`config.mk`:
```
export PLATFORM = sky130hd
export DESIGN_NAME = tdc_meas_ctrl
export DESIGN_NICKNAME = d
export VERILOG_FILES = /design/src/rtl/tdc_meas_ctrl_pkg.sv /design/src/rtl/tdc_meas_ctrl_meas_timer.sv /design/src/rtl/tdc_meas_ctrl.sv
export SDC_FILE = /design/constraint.sdc
export NUM_CORES = 1
export LEC_CHECK = 0
export ABC_AREA = 1
export BUFFER_PORTS_ARGS = -buffer_cell sky130_fd_sc_hd__clkbuf_2
export CORE_MARGIN = 4
export CORE_UTILIZATION = 35
export DETAILED_ROUTE_END_ITERATION = 8
export GPL_TIMING_DRIVEN = 0
export HOLD_SLACK_MARGIN = 0.03
export PLACE_DENSITY = 0.62
export SKIP_CTS_REPAIR_TIMING = 1
export SYNTH_ARGS = -nofsm -noshare
export SYNTH_HDL_FRONTEND = slang
export SYNTH_SLANG_ARGS = --single-unit
```
`constraint.sdc`:
```
create_clock -name clk -period 1.9 [get_ports clk]
set_input_delay 0 -clock clk [delete_from_list [all_inputs] [get_ports clk]]
set_output_delay 0 -clock clk [all_outputs]
set_load 0.02 [all_outputs]
```
`src/rtl/tdc_meas_ctrl_pkg.sv`:
```
// Shared types and defaults for the TDC measurement sequencer.
// The state encoding is one-hot; DW defaults to the merging stage's output width.
package tdc_meas_ctrl_pkg;

  localparam int DIG_OUT            = 32;
  localparam int DEF_DW             = DIG_OUT;
  localparam int DEF_RST_CYCLES     = 4;
  localparam int DEF_TIMEOUT_CYCLES = 256;
  localparam int DEF_CNT_W          = 16;

  typedef enum logic [4:0] {
    ST_IDLE   = 5'b00001,
    ST_CLEAR  = 5'b00010,
    ST_ARMED  = 5'b00100,
    ST_SETTLE = 5'b01000,
    ST_HOLD   = 5'b10000
  } meas_state_e;

  function automatic int max_int(input int a, input int b);
    return (a > b) ? a : b;
  endfunction

endpackage

```
`src/rtl/tdc_meas_ctrl_meas_timer.sv`:
```
// Loadable down-counter that CLEAR and ARMED share.
// o_expire is high while the timer is enabled and the count has reached zero.
module meas_timer #(
  parameter int TW = 8
) (
  input  logic          clk,
  input  logic          rst,
  input  logic          i_load,
  input  logic [TW-1:0] i_load_val,
  input  logic          i_en,
  output logic          o_expire
);

  logic [TW-1:0] r_cnt;

  // NOTE: sequential state uses non-blocking assignments, so every flop sees the values from before the edge.
  always_ff @(posedge clk or posedge rst) begin
    if (rst) begin
      r_cnt <= '0;
    end else if (i_load) begin
      r_cnt <= i_load_val;
    end else if (i_en && (r_cnt != '0)) begin
      r_cnt <= r_cnt - TW'(1);
    end
  end

  assign o_expire = i_en && (r_cnt == '0);

endmodule

```
`src/rtl/tdc_meas_ctrl.sv`:
```
// Sequences one TDC measurement: clear, arm, wait for done or no-hit timeout,
// capture the merged word, then hold it on a valid/ready port. Every output is a flop.
module tdc_meas_ctrl
  import tdc_meas_ctrl_pkg::*;
#(
  parameter int DW             = DEF_DW,
  parameter int RST_CYCLES     = DEF_RST_CYCLES,
  parameter int TIMEOUT_CYCLES = DEF_TIMEOUT_CYCLES,
  parameter int CNT_W          = DEF_CNT_W
) (
  input  logic             clk,
  input  logic             rst,
  input  logic             i_start_req,
  input  logic             i_cont_mode,
  input  logic             i_abort,
  input  logic             i_tdc_done,
  input  logic [DW-1:0]    i_tdc_out,
  output logic             o_tdc_rst,
  output logic             o_tdc_arm,
  output logic [DW-1:0]    o_res_data,
  output logic             o_res_timeout,
  output logic             o_res_valid,
  input  logic             i_res_ready,
  output logic             o_busy,
  output logic [CNT_W-1:0] o_meas_count
);

  localparam int TW = $clog2(max_int(RST_CYCLES, TIMEOUT_CYCLES));

  meas_state_e      r_state;
  logic             r_tdc_rst;
  logic             r_tdc_arm;
  logic [DW-1:0]    r_res_data;
  logic             r_res_timeout;
  logic             r_res_valid;
  logic             r_busy;
  logic             r_pending;
  logic [CNT_W-1:0] r_meas_count;

  logic             w_in_clear;
  logic             w_in_armed;
  logic             w_tmr_load;
  logic [TW-1:0]    w_tmr_val;
  logic             w_expire;

  assign w_in_clear = (r_state == ST_CLEAR);
  assign w_in_armed = (r_state == ST_ARMED);

  // Outside CLEAR/ARMED the timer is preloaded with the CLEAR length; the last CLEAR
  // cycle reloads it with the ARMED budget so both windows start counting on entry.
  assign w_tmr_load = !(w_in_clear || w_in_armed) || (w_in_clear && w_expire);
  assign w_tmr_val  = w_in_clear ? TW'(TIMEOUT_CYCLES - 1) : TW'(RST_CYCLES - 1);

  meas_timer #(
    .TW(TW)
  ) u_meas_timer (
    .clk        (clk),
    .rst        (rst),
    .i_load     (w_tmr_load),
    .i_load_val (w_tmr_val),
    .i_en       (w_in_clear || w_in_armed),
    .o_expire   (w_expire)
  );

  always_ff @(posedge clk or posedge rst) begin
    if (rst) begin
      r_state       <= ST_IDLE;
      r_tdc_rst     <= 1'b1;
      r_tdc_arm     <= 1'b0;
      r_res_data    <= '0;
      r_res_timeout <= 1'b0;
      r_res_valid   <= 1'b0;
      r_busy        <= 1'b0;
      r_pending     <= 1'b0;
      r_meas_count  <= '0;
    end else if (i_abort) begin
      r_state     <= ST_IDLE;
      r_tdc_rst   <= 1'b1;
      r_tdc_arm   <= 1'b0;
      r_res_valid <= 1'b0;
      r_busy      <= 1'b0;
      r_pending   <= 1'b0;
    end else begin
      // One-deep request queue; the handshake in HOLD consumes it.
      if ((r_state != ST_IDLE) && i_start_req) begin
        r_pending <= 1'b1;
      end
      unique case (r_state)
        ST_IDLE: begin
          if (i_start_req || i_cont_mode) begin
            r_state <= ST_CLEAR;
            r_busy  <= 1'b1;
          end
        end
        ST_CLEAR: begin
          if (w_expire) begin
            r_state   <= ST_ARMED;
            r_tdc_rst <= 1'b0;
            r_tdc_arm <= 1'b1;
          end
        end
        ST_ARMED: begin
          if (i_tdc_done) begin
            r_state   <= ST_SETTLE;
            r_tdc_arm <= 1'b0;
          end else if (w_expire) begin
            r_state       <= ST_HOLD;
            r_tdc_arm     <= 1'b0;
            r_tdc_rst     <= 1'b1;
            r_res_valid   <= 1'b1;
            r_res_timeout <= 1'b1;
            r_res_data    <= '0;
          end
        end
        ST_SETTLE: begin
          // The merging stage updates its output on the done edge, so it is stable only now.
          r_state       <= ST_HOLD;
          r_tdc_rst     <= 1'b1;
          r_res_valid   <= 1'b1;
          r_res_timeout <= 1'b0;
          r_res_data    <= i_tdc_out;
        end
        ST_HOLD: begin
          if (i_res_ready) begin
            r_res_valid  <= 1'b0;
            r_pending    <= 1'b0;
            r_meas_count <= r_meas_count + CNT_W'(1);
            if (i_cont_mode || r_pending) begin
              r_state <= ST_CLEAR;
            end else begin
              r_state <= ST_IDLE;
              r_busy  <= 1'b0;
            end
          end
        end
        default: begin
          r_state     <= ST_IDLE;
          r_tdc_rst   <= 1'b1;
          r_tdc_arm   <= 1'b0;
          r_res_valid <= 1'b0;
          r_busy      <= 1'b0;
        end
      endcase
    end
  end

  assign o_tdc_rst     = r_tdc_rst;
  assign o_tdc_arm     = r_tdc_arm;
  assign o_res_data    = r_res_data;
  assign o_res_timeout = r_res_timeout;
  assign o_res_valid   = r_res_valid;
  assign o_busy        = r_busy;
  assign o_meas_count  = r_meas_count;

endmodule

```
==> results of run 1 <==
## power groups by stage
stage / clock, uW / combinational [uW] / sequential, uW
2_1_floorplan: 0 / 277 / 1610
3_3_place_gp: 0 / 435 / 1580
3_5_place_dp: 0 / 445 / 1580
4_1_cts: 1080 / 446 / 1550
5_1_grt: 1150 / 572 / 1570
6_report: 1050 / 503 / 1560
## synth_stat cells
cell	count
o21ai_1	3
nand3_1	49
nand3_2	1
nor2_4	2
a21oi_1	5
buf_4	4
nor2_1	43
nand4_1	8
a31oi_1	2
clkbuf_1	5
nand2_1	151
o21ai_0	11
o21a_1	1
o211ai_1	1
nand4_2	1
nor3_1	3
and2_1	1
dfstp_2	2
clkinv_1	1
xor2_1	8
xnor2_1	3
nor2_2	4
nand2_2	1
inv_1	29
dfrtp_1	65
o31ai_1	1
inv_2	5
inv_4	1
buf_6	3
ha_1	3
nand3b_1	2
## critical path, stage by stage, from the launching register on
cell     delay (ns)
dfrtp_1        0.42
nor2_2         0.29
nand3_2        0.19
nor2_2         0.13
nand2_2        0.16
inv_2          0.14
buf_4          0.18
o21ai_0        0.11
## area by class of cell
type / count / area (um2) / area share
flip-flops and latches: 67 / 1680 / 0.378
multi-input cells: 304 / 1400 / 0.316
repair buffers: 128 / 828 / 0.187
inverters: 36 / 140 / 0.0316
well taps: 111 / 139 / 0.0313
clock buffers: 9 / 124 / 0.0279
plain buffers: 12 / 82.6 / 0.0186
clock inverters: 7 / 45.0 / 0.0101
## per-stage QoR
step / utilization / hold WS, ns / instance area, um2
final: 0.483 / 0.0604 / 4440
after detailed placement: 0.423 / 0.222 / 3890
after CTS: 0.441 / -0.157 / 4060
after global routing: 0.483 / 0.0830 / 4440
after global placement: 0.423 / 0.222 / 3890
after floorplan: - / 0.138 / 3300
## flip-flops by register name, indices dropped and copies added, names as in the netlist
register,flops
r_state,5
o_meas_count,16
o_res_timeout,1
o_tdc_rst,1
o_res_data,32
r_pending,1
o_res_valid,1
u_meas_timer.r_cnt,8
o_tdc_arm,1
o_busy,1
## routing by layer
| metal | global-route usage | share of wire |
|---|---|---|
| met5 | 0 | 0 |
| met4 | 0.0431 | 0.013 |
| met3 | 0.0506 | 0.059 |
| met2 | 0.245 | 0.48 |
| met1 | 0.195 | 0.44 |
## path summary, 6_finish.rpt
path / start / end / slack (ns) / cells past startpoint
setup reg to reg: r_state[3]$_DFFE_PP0P_ / o_meas_count[8]$_DFFE_PP0P_ / 0.15 / 7
hold reg to reg: o_tdc_rst$_DFFE_PP1P_ / o_tdc_rst$_DFFE_PP1P_ / 0.47 / 2
max in group asynchronous: rst / o_res_data[15]$_DFFE_PP0P_ / 1.00 / 3
setup / recovery: r_state[3]$_DFFE_PP0P_ / o_meas_count[8]$_DFFE_PP0P_ / 0.15 / 7
min in group asynchronous: rst / o_res_data[1]$_DFFE_PP0P_ / 0.34 / 3
hold / removal: i_res_ready / r_state[4]$_DFFE_PP0P_ / 0.06 / 4
## kinds of logic (layout without fill, tap and decap cells)
group           after synthesis  in the layout  synth area share
compound gates               24             24            0.0394
simple gates                266            266             0.344
xor+xnor                     11             11            0.0292
flops                        67             67             0.509
buf+inv                      48            192            0.0667
fa+ha+maj                     3              3            0.0114
==> key figures, run 1 <==
CTS
  – Clk pin slew, worst setup/hold paths: 0.08 ns
  – Clock sink count: 67
  – Clock network latency to the later pin of the worst-skew pair: 0.34 ns
  – TritonCTS Buffers: 9
  – Clock Path Buffers: 2
  – CTS tree: built
  – H-tree lvl count: 3
  – Root Buffer: clkbuf_8

Pwr
  – Power per cell area: 701 nW/um2
  – Net Sw Frac: 0.303
  – Internal Pwr Total: 2170 uW
  – Seq pwr share: 0.500
  – NetSw: 943 uW
  – Clock network fraction of total power: 0.338
  – Combinational share of power: 0.162
  – Lkg Pwr: between 0.002 and 0.003 uW
  – VDD IR max: 0.302 mV
  – Total power: 3110 uW

Logic synthesis
  – Share of the synthesized area in the top cell type: 0.493
  – Post-synthesis average cell area: 7.87 um2
  – Count of cell types in the netlist: 31
  – Mapped cell area: 3300 um2
  – Sequential fraction of the synthesis area: 0.509
  – Top area cells in the synthesized netlist: dfrtp_1 (49%), nand2_1 (17%), nand3_1 (7.4%), nor2_1 (4.9%), inv_1 (3.3%)
  – FF+latch count, synth: 67
  – Syn nets: 461
  – Synth Warn #: 0
  – Cell accounting for the most synthesized area: dfrtp_1
  – Syn Inst Count: 419

Route
  – Vias post-DR: 3154
  – Drt initial violations: roughly 110
  – WL/cell: 12.7 um
  – Antenna Nets Post-Route: 0
  – Vias per cell: 4.68
  – DR pass1 iterations: 4
  – # DRC: 0
  – Routed WL: roughly 8500 um

Setup path
  – Critical Path RT: 2.12 ns
  – CP Launch Type: flip-flop
  – Crit path kind: reg2reg
  – Crit path capture type: flip-flop
  – Worst Path Max Fanout: 10
  – Worst Path Arrival: slightly below 2 ns

Finish
  – Final Non-Filler Cells: between 600 and 700
  – Commonest non-fill, non-tap cell in the layout: nand2_1
  – Fillers: 913
  – P&R area growth vs syn: 34.6%
  – # diodes: 0
  – Nets: 600
  – Share of cells above drive strength 1: 0.240
  – Most frequent cells in the layout: nand2_1 (150), clkbuf_2 (90), dfrtp_1 (65)

Status
  – Status: finished, final reports clean

Floorplanning
  – # rows: 35
  – Die Wd: 105 um
  – CORE AREA: 9200 um2
  – Chip height: 105 um
  – Starting Density: 0.359
  – Die ar.: between 10000 and 15000 um2
  – # IOs: 92

Global routing
  – Gr ovfl total: 0
  – Largest net degree at the start of global routing: 68
  – GRT Total Usage: 0.152
  – Vias in the first global route: between 2k and 3k
  – First-pass GRT wire length: 13800 um
  – Initial antenna violation count: 0

STA
  – Max Clock Freq: ~0.57 GHz
  – Max transition margin: 0.452
  – Clk_skew: 0.00627 ns
  – # setup viols final: 0
  – Worst slew pin tran: 0.822 ns
  – Fin crit period: 1.75 ns
  – Fin. max-slew vios: 0
  – Period utilisation layout: 0.923
  – Setup_tns: 0 ns
  – Post-route setup slack: 0.146 ns
  – Final hold violation count: 0

Place
  – Post-detail-place hpwl: 5990 um
  – # placed instances: 620
  – Routability cong.: around 0.85
  – Pre-CTS setup slack: approximately 0.15 ns
  – I/O Buffers: 90

Run
  – Max-cap viol count: 0

Worst hold path
  – Class of the tightest hold or removal check: in2reg
Note: power is estimated with default switching activity, not from simulation.
==> run 2: changes to the inputs <==
- CORE_UTILIZATION: 35 -> 56
- PLACE_DENSITY: 0.62 -> 0.9
- SYNTH_HIERARCHICAL: not set -> 1
- clock period: 1.9 -> 2.2 ns (I/O delays scaled with it)
==> key figures, run 2 <==
Setup path
  – Crit path kind: reg2reg
  – CP Launch Type: flip-flop
  – R2R Path End: o_res_data[16]$_DFFE_PP0P_
  – Register-to-register setup slack: 0.05 ns (-0.09 ns)
  – Worst Path Max Fanout: 10 (unchanged)
  – Cells along the critical path: inv_1 -> nand3_1 -> nor2_4 -> nor2_1 -> inv_2 -> inv_1 -> nor3_2 -> inv_2 -> o21ai_2 -> nand3_4 -> buf_6 -> buf_6 -> nand2_1 -> o21ai_1
  – Worst reg-to-reg path cell count: 14 (+7)
  – Worst Path Arrival: 2.38 ns (+0.41 ns)
  – Critical Path RT: 2.43 ns (+0.31 ns)
  – CP delay by family, top: simple AND/OR/NAND/NOR gates
  – CP max stage delay: 0.46 ns (+0.04 ns)
  – Crit path capture type: flip-flop
  – Buf/Inv on CP: 6 (+4)
  – Slowest CP cell: dfrtp_2
  – Reg2reg start: r_state[3]$_DFFE_PP0P_

Floorplanning
  – CORE AREA: 5640 um2 (-39%)
  – # IOs: 92 (unchanged)
  – Die ar.: 7290 um2 (-34%)
  – Die Wd: 85.4 um (-19%)
  – # rows: 27 (-23%)
  – Starting Density: 0.594 (+0.236)
  – Chip height: 85.4 um (-19%)

Route
  – DR WL met2: 5350 um (+29%)
  – # DRC: 0 (unchanged)
  – Routed WL: 10100 um (+18%)
  – Vias per cell: 5.50 (+18%)
  – Max layer used: met4
  – DR pass1 iterations: 5 (+1)
  – Antenna Nets Post-Route: 0 (unchanged)
  – Drt initial violations: 233 (+100%)
  – Vias post-DR: 3520 (+12%)
  – WL/cell: 15.8 um (+25%)
  – Detail Route met3 WL: 612 um (+21%)
  – DRT met1 WL: 3680 um (-2.7%)

Finish
  – Commonest non-fill, non-tap cell in the layout: nand2_1
  – Fillers: 328 (-64%)
  – Most frequent cells in the layout: nand2_1 (139), clkbuf_2 (92), dfrtp_1 (62)
  – Largest register FFs: 32 (unchanged)
  – Share of cells above drive strength 1: 0.295 (+0.0547)
  – P&R area growth vs syn: 37.3%
  – Design area: 4600 um2 (+3.7%)
  – Nets: 603 (+0.50%)

Place
  – Pre-CTS setup slack: -0.389 ns (-0.542 ns)
  – Routability cong.: 0.931 (+9.7%)
  – I/O Buffers: 91 (+1.1%)
  – Post-detail-place hpwl: 5950 um (-0.61%)
  – Placed Instance Area: 3930 um2 (+0.87%)

CTS
  – H-tree lvl count: 3 (unchanged)
  – TritonCTS Buffers: 9 (unchanged)
  – Clock Path Buffers: 2 (unchanged)
  – Clock network latency to the later pin of the worst-skew pair: 0.35 ns (about the same)
  – Clk pin slew, worst setup/hold paths: 0.08 ns (about the same)
  – Root Buffer: clkbuf_8
  – CTS tree: built
  – Clock sink count: 67 (unchanged)

STA
  – Max Clock Freq: 0.466 GHz (-18%)
  – Fin crit period: 2.15 ns (+0.394 ns)
  – Clk_skew: 0.0142 ns (+0.00789 ns)
  – Period utilisation layout: 0.976 (+0.0531)
  – Final hold violation count: 0 (unchanged)
  – Fin. max-slew vios: 0 (unchanged)
  – Post-route setup slack: 0.0524 ns (-0.0937 ns)
  – # setup viols final: 0 (unchanged)
  – RSZ-0062 raised after global routing: true
  – Setup_tns: 0 ns (unchanged)

Logic synthesis
  – Post-synth EDFFs: 0 (unchanged)
  – Most common cell in the netlist: nand2_1
  – Mapped cell area: 3350 um2 (+1.6%)
  – Most used DFF post-synth: dfrtp_1
  – Count of cell types in the netlist: 31 (unchanged)
  – Post-synthesis average cell area: 8.06 um2 (+2.4%)
  – Syn Inst Count: 416 (-0.72%)
  – Sequential fraction of the synthesis area: 0.501 (-0.00817)
  – Synth Warn #: 6 (+6)
  – Share of the synthesized area in the top cell type: 0.485 (-0.00791)
  – Asr flop ratio synth: 1.00 (unchanged)
  – Top area cells in the synthesized netlist: dfrtp_1 (49%), nand2_1 (16%), o21ai_1 (4.9%), nand3_1 (4.0%), nor2_1 (4.0%)
  – FF+latch count, synth: 67 (unchanged)
  – Post-synth top cells: nand2_1 (139), dfrtp_1 (65), nor2_1 (36)
  – Cell accounting for the most synthesized area: dfrtp_1

Global routing
  – Vias in the first global route: 3000 (+0.81%)
  – Gr ovfl total: 0 (unchanged)
  – First-pass GRT wire length: 13600 um (-1.7%)
  – Initial antenna violation count: 0 (unchanged)
  – GRT Total Usage: 0.233 (+0.0807)
  – Largest net degree at the start of global routing: 42 (-38%)

Worst hold path
  – Hold Crit Depth: 6 (+2)
  – Hold Path Origin: i_cont_mode
  – Class of the tightest hold or removal check: in2reg
  – Hold endpoint: r_state[0]$_DFFE_PP1P_

Pwr
  – Power per cell area: 817 nW/um2 (+16%)
  – VDD IR max: 0.602 mV (+99%)
  – Lkg Pwr: 0.00235 uW (-6.1%)

Status
  – Status: finished, final reports clean

Run
  – Max-cap viol count: 0 (unchanged)
## run 2: changes by cell type after synthesis, sizes merged, moves of 4 or more
cell and change:
o21ai +33, nand3 -20, a21oi -4, nor2 -4, buf +4, nand2 -10
clkbuf -4
## run 2: final cells by class
class	count	area [um2]	area share
Antenna cell	1	2.50	0.000544
Buffer	12	85.1	0.0185
Clock buffer	11	141	0.0307
Clock inverter	5	85.1	0.0185
Inverter	37	153	0.0332
Multi-Input combinational cell	301	1490	0.323
Sequential cell	67	1680	0.366
Tap cell	72	90.1	0.0196
Timing Repair Buffer	134	878	0.191
## run 2: worst register-to-register path, stage by stage, from the launching register on
cell	delay, ns
dfrtp_2	0.46
inv_1	0.09
nand3_1	0.11
nor2_4	0.14
nor2_1	0.08
inv_2	0.09
inv_1	0.07
nor3_2	0.14
inv_2	0.09
o21ai_2	0.17
nand3_4	0.12
buf_6	0.15
buf_6	0.13
nand2_1	0.08
o21ai_1	0.10
## run 2: per-layer routing
metal / vias to the layer above / GRT usage
met2: 183 / 0.400
met3: 52 / 0.0495
li1: 1613 / -
met5: - / 0
met1: 1672 / 0.283
met4: 0 / 0.0950
## run 2: power by group
group	internal [uW]	switching, uW
clock	676	500
sequential	1370	121
combinational	412	684
## run 2: kinds of logic after synthesis
| family | share of synthesized area |
|---|---|
| adder cells (fa/ha/maj) | 0.00746 |
| XOR/XNOR | 0.0392 |
| buffers and inverters | 0.0664 |
| flip-flops | 0.501 |
| AO/OA/AOI/OAI | 0.0851 |
| AND/OR/NAND/NOR | 0.300 |
| other | 0.00112 |
## run 2: worst max-delay path by stage
stage                                        end  cells past startpoint  slack, ns                   start
2_1_floorplan  u_meas_timer/r_cnt[6]$_DFFE_PP0P_                     13      -0.02  r_state[2]$_DFFE_PP0P_
3_3_place_gp   u_meas_timer/r_cnt[6]$_DFFE_PP0P_                     13      -0.25  r_state[2]$_DFFE_PP0P_
3_5_place_dp   u_meas_timer/r_cnt[6]$_DFFE_PP0P_                     13      -0.39  r_state[2]$_DFFE_PP0P_
4_1_cts        u_meas_timer/r_cnt[6]$_DFFE_PP0P_                     13      -0.41  r_state[2]$_DFFE_PP0P_
5_1_grt               o_res_data[16]$_DFFE_PP0P_                     14      -0.09  r_state[4]$_DFFE_PP0P_
6_report              o_res_data[16]$_DFFE_PP0P_                     14       0.05  r_state[3]$_DFFE_PP0P_
## run 2: metrics by stage
step | std cells | hold WS [ns] | utilization | total power (uW)
2_1_floorplan | 417 | -0.184 | - | 2190
3_3_place_gp | 580 | -0.0457 | 0.692 | 2370
3_5_place_dp | 581 | -0.0239 | 0.696 | 2420
4_1_cts | 597 | -0.392 | 0.736 | 3570
5_1_grt | 639 | 0.0459 | 0.815 | 3970
6_report | 640 | 0.0306 | 0.816 | 3760
